### src/rtl/i2c_cmd_sequencer_if.sv
// i2c_cmd_sequencer_if: host command/response streams and I2C master handshake
interface i2c_cmd_sequencer_if #(
  parameter int ADDR_WIDTH = 7,
  parameter int DATA_WIDTH = 8
);
  logic                  cmd_valid, cmd_ready, cmd_rw;
  logic [ADDR_WIDTH-1:0] cmd_addr, m_address;
  logic [DATA_WIDTH-1:0] cmd_data, rsp_data, m_data_in, m_data_out;
  logic                  rsp_valid, rsp_ready, rsp_rw, rsp_err;
  logic                  m_rw, m_enable, m_ready;
  modport slave (
    input  cmd_valid, cmd_addr, cmd_rw, cmd_data, rsp_ready, m_data_out, m_ready,
    output cmd_ready, rsp_valid, rsp_data, rsp_rw, rsp_err, m_address, m_data_in, m_rw, m_enable
  );
  modport master (
    output cmd_valid, cmd_addr, cmd_rw, cmd_data, rsp_ready, m_data_out, m_ready,
    input  cmd_ready, rsp_valid, rsp_data, rsp_rw, rsp_err, m_address, m_data_in, m_rw, m_enable
  );
endinterface

### src/rtl/i2c_cmd_sequencer.sv
// i2c_cmd_sequencer: FIFO-buffered command front end for an I2C master; I2C_SEQ_TIMEOUT_EN adds per-phase timeout
module i2c_cmd_sequencer #(
  parameter int ADDR_WIDTH     = 7,
  parameter int DATA_WIDTH     = 8,
  parameter int FIFO_DEPTH     = 4,
  parameter int TIMEOUT_CYCLES = 4096
) (
  input  logic                             clk,
  input  logic                             rst,
  i2c_cmd_sequencer_if.slave               bus,
  output logic                             busy,
  output logic [$clog2(FIFO_DEPTH+1)-1:0]  cmd_count
);
  localparam int CW = $clog2(FIFO_DEPTH + 1);
  localparam int PW = $clog2(FIFO_DEPTH);
  localparam int EW = 1 + ADDR_WIDTH + DATA_WIDTH;
  typedef enum logic [1:0] {IDLE, LAUNCH, RUN, RESP} state_t;
  state_t                state, nxt;
  logic [EW-1:0]         mem [FIFO_DEPTH];
  logic [PW-1:0]         wr_ptr, rd_ptr;
  logic                  push, pop, load, tmo, err_q;
  logic [ADDR_WIDTH-1:0] m_addr_q;
  logic [DATA_WIDTH-1:0] m_data_q, rsp_data_q;
  logic                  m_rw_q, rsp_valid_q, rsp_rw_q, rsp_err_q;
  assign bus.cmd_ready = cmd_count != CW'(FIFO_DEPTH);
  assign push          = bus.cmd_valid && bus.cmd_ready;
  assign busy          = (cmd_count != '0) || (state != IDLE);
  // gating with m_ready drops enable in the very cycle the master leaves IDLE
  assign bus.m_enable  = (state == LAUNCH) && bus.m_ready;
  assign bus.m_address = m_addr_q;
  assign bus.m_data_in = m_data_q;
  assign bus.m_rw      = m_rw_q;
  assign bus.rsp_valid = rsp_valid_q;
  assign bus.rsp_data  = rsp_data_q;
  assign bus.rsp_rw    = rsp_rw_q;
  assign bus.rsp_err   = rsp_err_q;
  always_comb begin
    nxt  = state;
    pop  = 1'b0;
    load = 1'b0;
    case (state)
      IDLE: if (cmd_count != '0 && bus.m_ready && !rsp_valid_q) begin
        nxt  = LAUNCH;
        load = 1'b1;
      end
      LAUNCH: if (!bus.m_ready || tmo) begin
        pop = 1'b1;
        nxt = bus.m_ready ? RESP : RUN;
      end
      RUN: nxt = (bus.m_ready || tmo) ? RESP : RUN;
      default: nxt = IDLE;
    endcase
  end
  always_ff @(posedge clk)
    if (push) mem[wr_ptr] <= {bus.cmd_rw, bus.cmd_addr, bus.cmd_data};
  always_ff @(posedge clk) begin
    if (rst) begin
      state       <= IDLE;
      wr_ptr      <= '0;
      rd_ptr      <= '0;
      cmd_count   <= '0;
      m_addr_q    <= '0;
      m_data_q    <= '0;
      m_rw_q      <= 1'b0;
      rsp_valid_q <= 1'b0;
      rsp_data_q  <= '0;
      rsp_rw_q    <= 1'b0;
      rsp_err_q   <= 1'b0;
    end else begin
      state     <= nxt;
      wr_ptr    <= wr_ptr + PW'(push);
      rd_ptr    <= rd_ptr + PW'(pop);
      cmd_count <= cmd_count + CW'(push) - CW'(pop);
      if (load) {m_rw_q, m_addr_q, m_data_q} <= mem[rd_ptr];
      if (state == RESP) begin
        rsp_valid_q <= 1'b1;
        rsp_rw_q    <= m_rw_q;
        rsp_data_q  <= (m_rw_q && !err_q) ? bus.m_data_out : '0;
        rsp_err_q   <= err_q;
      end else if (rsp_valid_q && bus.rsp_ready) rsp_valid_q <= 1'b0;
    end
  end
`ifdef I2C_SEQ_TIMEOUT_EN
  localparam int TW = $clog2(TIMEOUT_CYCLES + 1);
  logic [TW-1:0] tcnt;
  assign tmo = tcnt == TW'(TIMEOUT_CYCLES - 1);
  // any state change clears the count, so LAUNCH and RUN each start from zero
  always_ff @(posedge clk) begin
    tcnt  <= (rst || state != nxt) ? '0 : tcnt + 1'b1;
    err_q <= (rst || load) ? 1'b0 : err_q | (nxt == RESP && (state == LAUNCH || !bus.m_ready));
  end
`else
  assign tmo   = 1'b0;
  assign err_q = 1'b0;
`endif
endmodule

### src/flat_wrapper.sv
// flat-port wrapper written by rule: the top's interface ports become plain ports
module i2c_cmd_sequencer_flat 
#(
  parameter int ADDR_WIDTH     = 7,
  parameter int DATA_WIDTH     = 8,
  parameter int FIFO_DEPTH     = 4,
  parameter int TIMEOUT_CYCLES = 4096
)
  (clk, rst, busy, cmd_count, bus_cmd_valid, bus_cmd_addr, bus_cmd_rw, bus_cmd_data, bus_rsp_ready, bus_m_data_out, bus_m_ready, bus_cmd_ready, bus_rsp_valid, bus_rsp_data, bus_rsp_rw, bus_rsp_err, bus_m_address, bus_m_data_in, bus_m_rw, bus_m_enable);
  i2c_cmd_sequencer_if #(.ADDR_WIDTH(ADDR_WIDTH), .DATA_WIDTH(DATA_WIDTH)) bus_i ();
  input  logic clk;
  input  logic rst;
  output logic busy;
  output logic [$clog2(FIFO_DEPTH+1)-1:0] cmd_count;
  input wire logic [$bits(bus_i.cmd_valid)-1:0] bus_cmd_valid;
  input wire logic [$bits(bus_i.cmd_addr)-1:0] bus_cmd_addr;
  input wire logic [$bits(bus_i.cmd_rw)-1:0] bus_cmd_rw;
  input wire logic [$bits(bus_i.cmd_data)-1:0] bus_cmd_data;
  input wire logic [$bits(bus_i.rsp_ready)-1:0] bus_rsp_ready;
  input wire logic [$bits(bus_i.m_data_out)-1:0] bus_m_data_out;
  input wire logic [$bits(bus_i.m_ready)-1:0] bus_m_ready;
  output wire logic [$bits(bus_i.cmd_ready)-1:0] bus_cmd_ready;
  output wire logic [$bits(bus_i.rsp_valid)-1:0] bus_rsp_valid;
  output wire logic [$bits(bus_i.rsp_data)-1:0] bus_rsp_data;
  output wire logic [$bits(bus_i.rsp_rw)-1:0] bus_rsp_rw;
  output wire logic [$bits(bus_i.rsp_err)-1:0] bus_rsp_err;
  output wire logic [$bits(bus_i.m_address)-1:0] bus_m_address;
  output wire logic [$bits(bus_i.m_data_in)-1:0] bus_m_data_in;
  output wire logic [$bits(bus_i.m_rw)-1:0] bus_m_rw;
  output wire logic [$bits(bus_i.m_enable)-1:0] bus_m_enable;
  assign bus_i.cmd_valid = bus_cmd_valid;
  assign bus_i.cmd_addr = bus_cmd_addr;
  assign bus_i.cmd_rw = bus_cmd_rw;
  assign bus_i.cmd_data = bus_cmd_data;
  assign bus_i.rsp_ready = bus_rsp_ready;
  assign bus_i.m_data_out = bus_m_data_out;
  assign bus_i.m_ready = bus_m_ready;
  assign bus_cmd_ready = bus_i.cmd_ready;
  assign bus_rsp_valid = bus_i.rsp_valid;
  assign bus_rsp_data = bus_i.rsp_data;
  assign bus_rsp_rw = bus_i.rsp_rw;
  assign bus_rsp_err = bus_i.rsp_err;
  assign bus_m_address = bus_i.m_address;
  assign bus_m_data_in = bus_i.m_data_in;
  assign bus_m_rw = bus_i.m_rw;
  assign bus_m_enable = bus_i.m_enable;
  i2c_cmd_sequencer #(.ADDR_WIDTH(ADDR_WIDTH), .DATA_WIDTH(DATA_WIDTH), .FIFO_DEPTH(FIFO_DEPTH), .TIMEOUT_CYCLES(TIMEOUT_CYCLES)) u_core (.clk(clk), .rst(rst), .bus(bus_i), .busy(busy), .cmd_count(cmd_count));
endmodule
### config.mk
export PLATFORM = sky130hd
export DESIGN_NAME = i2c_cmd_sequencer_flat
export DESIGN_NICKNAME = d
export VERILOG_FILES = /design/src/rtl/i2c_cmd_sequencer_if.sv /design/src/rtl/i2c_cmd_sequencer.sv /design/src/flat_wrapper.sv
export SDC_FILE = /design/constraint.sdc
export NUM_CORES = 1
export LEC_CHECK = 0
export BUFFER_PORTS_ARGS = -buffer_cell sky130_fd_sc_hd__buf_2
export CORE_MARGIN = 1.5
export CORE_UTILIZATION = 30
export CTS_CLUSTER_SIZE = 20
export DETAILED_ROUTE_END_ITERATION = 10
export GPL_TIMING_DRIVEN = 0
export PLACE_DENSITY = 0.58
export RECOVER_POWER = 25
export SLEW_MARGIN = 20
export SYNTH_ARGS = -nofsm -noshare
export SYNTH_HDL_FRONTEND = slang
export SYNTH_SLANG_ARGS = --single-unit
### constraint.sdc
create_clock -name clk -period 6.56 [get_ports clk]
set_clock_uncertainty 0.2 [all_clocks]
set_input_delay 1.312 -clock clk [delete_from_list [all_inputs] [get_ports clk]]
set_output_delay 1.312 -clock clk [all_outputs]
set_load 0.02 [all_outputs]
# After elaboration in Yosys (flattened, before gate mapping)
# Memories as Yosys holds them, arrays and structs flattened. A register that Yosys moved wholly into a read port is not among the register bits.
# Cells that the tools add are included.
dict set report totals {
  reg_bits 19
  ramBits 64
  inputBits 29
  mem_count 1
}
dict set report op_classes {
  addsub 4
  eq_ne 6
  muxes 13
  n_reduce_logical 12
}
# name depth word_bits read_ports rd_ports_with_merged_regs write_ports line_no
set mem_list {}
lappend mem_list {u_core.mem 4 16 1 1 1 i2c_cmd_sequencer.sv:19} ;# logic [EW-1:0] mem [FIFO_DEPTH];
# operator n
set op_table {}
lappend op_table {{2-to-1 mux 1 bit} 9}
lappend op_table {{2-to-1 mux 8 bit} 1}
lappend op_table {{one-hot mux 2 bit (3 select lines)} 1}
lappend op_table {{logical AND 1 bit} 5}
lappend op_table {{adder 2 x 1 -> 2 bit} 2}
lappend op_table {{== test 2 bit (second input constant)} 2}
lappend op_table {{2-to-1 mux 2 bit} 2}
lappend op_table {{nonzero test 2 bit} 2}
lappend op_table {{adder 3 x 1 -> 3 bit} 1}
lappend op_table {{inequality test 3 bit (second input constant)} 1}
lappend op_table {{nonzero test 3 bit} 1}
lappend op_table {{subtractor 3 x 1 -> 3 bit} 1}
lappend op_table {{== test 2 x 1 -> 1 bit (second input constant)} 1}
lappend op_table {{zero test 2 bit} 1}
lappend op_table {{inequality test 2 x 1 -> 1 bit (second input constant)} 1}
lappend op_table {{inequality test 2 bit (second input constant)} 1}
lappend op_table {{AND reduction 2 bit} 1}
lappend op_table {{zero test 1 bit} 1}
lappend op_table {{logical OR 1 bit} 1}

# Logic depth before layout (Yosys ltp)
dict set report logic_depth {
  word_depth 5
  depth_mapped 10
}

# Worst setup path before layout
# No wires, ideal clock.
dict set report synth_timing {
  path_type {in2reg}
  from {input port bus_cmd_valid}
  to {memory u_core.mem[1][0] (netlist name), enable pin}
  setup_time_ps 413
  arrival_ps 2682
  required_time_ps 5947
  path_slack_ps 3265
  path_stages 2
  path_cell_list {nand2_1 > nor3b_1}
}
dict set report synth_via {
  elab_chain_len 3
}
# item line_no
set synth_lines {}
lappend synth_lines {{start: declaration} flat_wrapper.sv:15} ;# input wire logic [$bits(bus_i.cmd_valid)-1:0] bus_cmd_valid;
lappend synth_lines {{logical AND 1 bit} i2c_cmd_sequencer.sv:26} ;# assign push = bus.cmd_valid && bus.cmd_ready;
lappend synth_lines {{2-to-1 mux 1 bit} i2c_cmd_sequencer.sv:55} ;# if (push) mem[wr_ptr] <= {bus.cmd_rw, bus.cmd_addr, bus.cmd_data};
lappend synth_lines {{2-to-1 mux 1 bit (not written as such)} i2c_cmd_sequencer.sv:55}
lappend synth_lines {{end: declaration} i2c_cmd_sequencer.sv:19}
# Every way passes these cells.

# Final worst setup path
dict set report layout_timing {
  from {input port bus_m_ready}
  to {output port bus_m_enable}
}
dict set report layout_via {
  elab_chain_len 1
}
# item line_no
set layout_lines {}
lappend layout_lines {{start: declaration} flat_wrapper.sv:21} ;# input wire logic [$bits(bus_i.m_ready)-1:0] bus_m_ready;
lappend layout_lines {{logical AND 1 bit} i2c_cmd_sequencer.sv:29} ;# assign bus.m_enable = (state == LAUNCH) && bus.m_ready;
lappend layout_lines {{end: declaration} flat_wrapper.sv:30} ;# output wire logic [$bits(bus_i.m_enable)-1:0] bus_m_enable;
# Every way passes these cells.

==> results.ini <==
[outcome]
status=completed

[layout]
areaGrowthSynthToFinish_pct=22.4
num-fill-cells=1208
diodes=0
nNetsFinal=367
drive_gt1_frac=0.274

[sta]
tightest_slew_ps=929
period_share=0.507
drv_slew=0
slew_headroom=0.381
setup_viol=0
setup_slack_ps=3230
fmaxAchievable_ghz=0.301
hold_violations=0
setup_tns_ps=0
rsz0062_at_grt=no
min_period_ps=3330

[detailed_routing]
wirelength_um=7750
drtAntennaViolNets=0
via_count=2261
drt_iter0_markers=82
dr.pass1.iters=4
avgRoutedWirePerCell_um=15.4
drt_drc_violations_left=0
vias_per_cell=4.49

[min_path]
hold_depth=2
hold_path_end=u_core.bus.m_data_in[3]
hp-start=u_core.bus.m_data_in[3]
min_path_type=reg2reg

[placed_design]
post-place-ws_ps=3230
hpwlAfterDp_um=5500
place_congestion=0.715
port_buffers=59

[global_routing]
antenna_found_initial=0
grt_overflow_total=0
grt_pass1_wl_um=12000
grt_pass1_vias=2257
grt_max_degree=17
met3_usage=0.0410
grt_use_met1=0.147
gr-max-usage-layer=met2
met2_usage=0.204
track_usage=0.123

[synth]
synth-edff-count=64
synth_top_cell_area_share=0.501
async_flop_share=0
yosys_warnings=0
yosysSeqAreaShare=0.683
synthAdderAreaFrac=0.0346
syn_nets=291
synth_compound_area_frac=0.0681
synth-simple-area-share=0.0727
dominantRegCellSynth=edfxtp_1
synth.avg_cell_area_sq_um=15.2
netlist_top_cells_area=edfxtp_1, dfxtp_1, mux4_2
synth.cell_area_sq_um=3840
syn_inst=252
yosysTopAreaCell=edfxtp_1
yosys.cell_types.count=34
synthMuxAreaShare=0.0994
synth_top_family_by_area=multiplexers
ys_ff_latch=99
synth_xor_area_frac=0.00913

[setup_path]
crit_required_ps=5050
crit_path_end_kind=output port
crit_path_start_kind=input port
rr_endpoint=u_core.cmd_count[2]
r2r_cells=10
rr_startpoint=u_core.state[1]
path_max_fanout=6
reg2reg_slack_ps=4100
worstPathArrival_ps=1810
criticalPathCategory=in2out

[run]
maxCapViolCount=0

[floorplanning]
die_h_um=116
fp.dieW_um=116
die_area_sq_um=13500
initial_core_util=0.305
core_area_sq_um=12600
num_rows=41
ios=62

[clock_tree]
clk_latency_ps=340
hold_buffers=0
h-tree-depth=3
clk_path_buf_depth=2
clk_pin_slew_ps=60
cts_root_buf=clkbuf_16
cts_tree=built
postCtsSetupRepairBufs=0
clock-sinks=99
cts_buffers=9
cts_resized=0

[pwr]
leakage_nw=1.69
ir_worst_vdd_mv=0.137
power_density_nw_per_um2=393

[power breakdown]
group	switching [W]	internal [W]	leakage [nW]	total, W
registers	0.0000441	0.000759	0.871	0.000803
logic	0.000299	0.000205	0.677	0.000504
clock network	0.000205	0.000331	0.144	0.000536
total	0.000549	0.00129	1.69	0.00184
[metal layers]
metal / part of all wire / routed length [um]
met5: 0 / 0
met4: 0.014 / 105
met3: 0.054 / 415
met2: 0.49 / 3770
met1: 0.45 / 3460
[synthesized netlist by cell type, types with 2 or more instances]
cell      count
edfxtp_1     64
dfxtp_1      35
a21oi_1      19
mux4_2       16
nand3_1      16
o21ai_0      16
nor2_1       13
ha_1          9
a22oi_1       8
clkbuf_1      8
inv_1         6
nor2b_1       5
buf_2         4
xnor2_1       4
buf_6         3
nand2b_1      3
nor3b_1       3
and2_1        2
nand2_1       2
nor3_1        2
[critical path, stage by stage]
cell,delay (ps)
buf_2,120
and2_1,190
buf_2,190
[placed cells by master, fill, tap and decap left out, types with 3 or more instances in the layout]
cell type,count
nor2b_1,5
xnor2_1,4
dfxtp_1,35
buf_2,48
clkbuf_1,26
buf_4,5
o21ai_0,16
a21oi_1,19
inv_1,6
mux4_2,16
nor2_1,13
nand2b_1,3
ha_1,9
edfxtp_1,64
buf_6,5
clkbuf_16,9
a22oi_1,8
nand3_1,16
[metrics by stage]
stage | power (W) | instance area, sq um | std cells | util | hold slack (ps)
after floorplan | 0.00116 | 3840 | 252 | - | 300
after global placement | 0.00130 | 4350 | 483 | 0.346 | 266
after global routing | 0.00195 | 4700 | 504 | 0.374 | 302
after CTS | 0.00187 | 4720 | 504 | 0.375 | 277
after detailed placement | 0.00133 | 4420 | 489 | 0.351 | 268
final | 0.00184 | 4700 | 504 | 0.374 | 275
[cell type report]
type                            count  area (sq um)  share of cell area
Inverter                            8          30.0             0.00639
Sequential cell                    99          2620               0.558
Clock inverter                      3          63.8              0.0136
Multi-Input combinational cell    129          1110               0.236
Tap cell                          172           215              0.0458
Timing Repair Buffer               65           329              0.0701
Clock buffer                       12           236              0.0503
Buffer                             16          91.3              0.0194
[sequential cells by signal, indices dropped and copies added, names as in the netlist]
register / cells
u_core.mem: 64
u_core.rd_ptr: 2
u_core.bus.rsp_data: 8
u_core.wr_ptr: 2
u_core.bus.m_rw: 1
u_core.bus.m_address: 7
u_core.bus.rsp_valid: 1
u_core.bus.m_data_in: 8
u_core.state: 2
u_core.bus.rsp_rw: 1
u_core.cmd_count: 3
[cell families after synthesis]
family                   Yosys count
buffers and inverters             24
XOR/XNOR                           4
other                              1
AO/OA/AOI/OAI                     44
flip-flops                        99
AND/OR/NAND/NOR                   52
multiplexers                      18
adder cells (fa/ha/maj)           10
[worst max path at each step]
stage | from | endpoint | depth (start not counted)
after global placement | bus_cmd_valid | u_core.mem[1][8] | 3
after detailed placement | bus_m_ready | bus_m_enable | 3
final | bus_m_ready | bus_m_enable | 3
after floorplan | bus_cmd_valid | u_core.mem[1][0] | 2
after global routing | u_core.cmd_count[0] | busy | 4
after CTS | u_core.cmd_count[1] | busy | 4
Note: power is estimated with default switching activity, not from simulation.
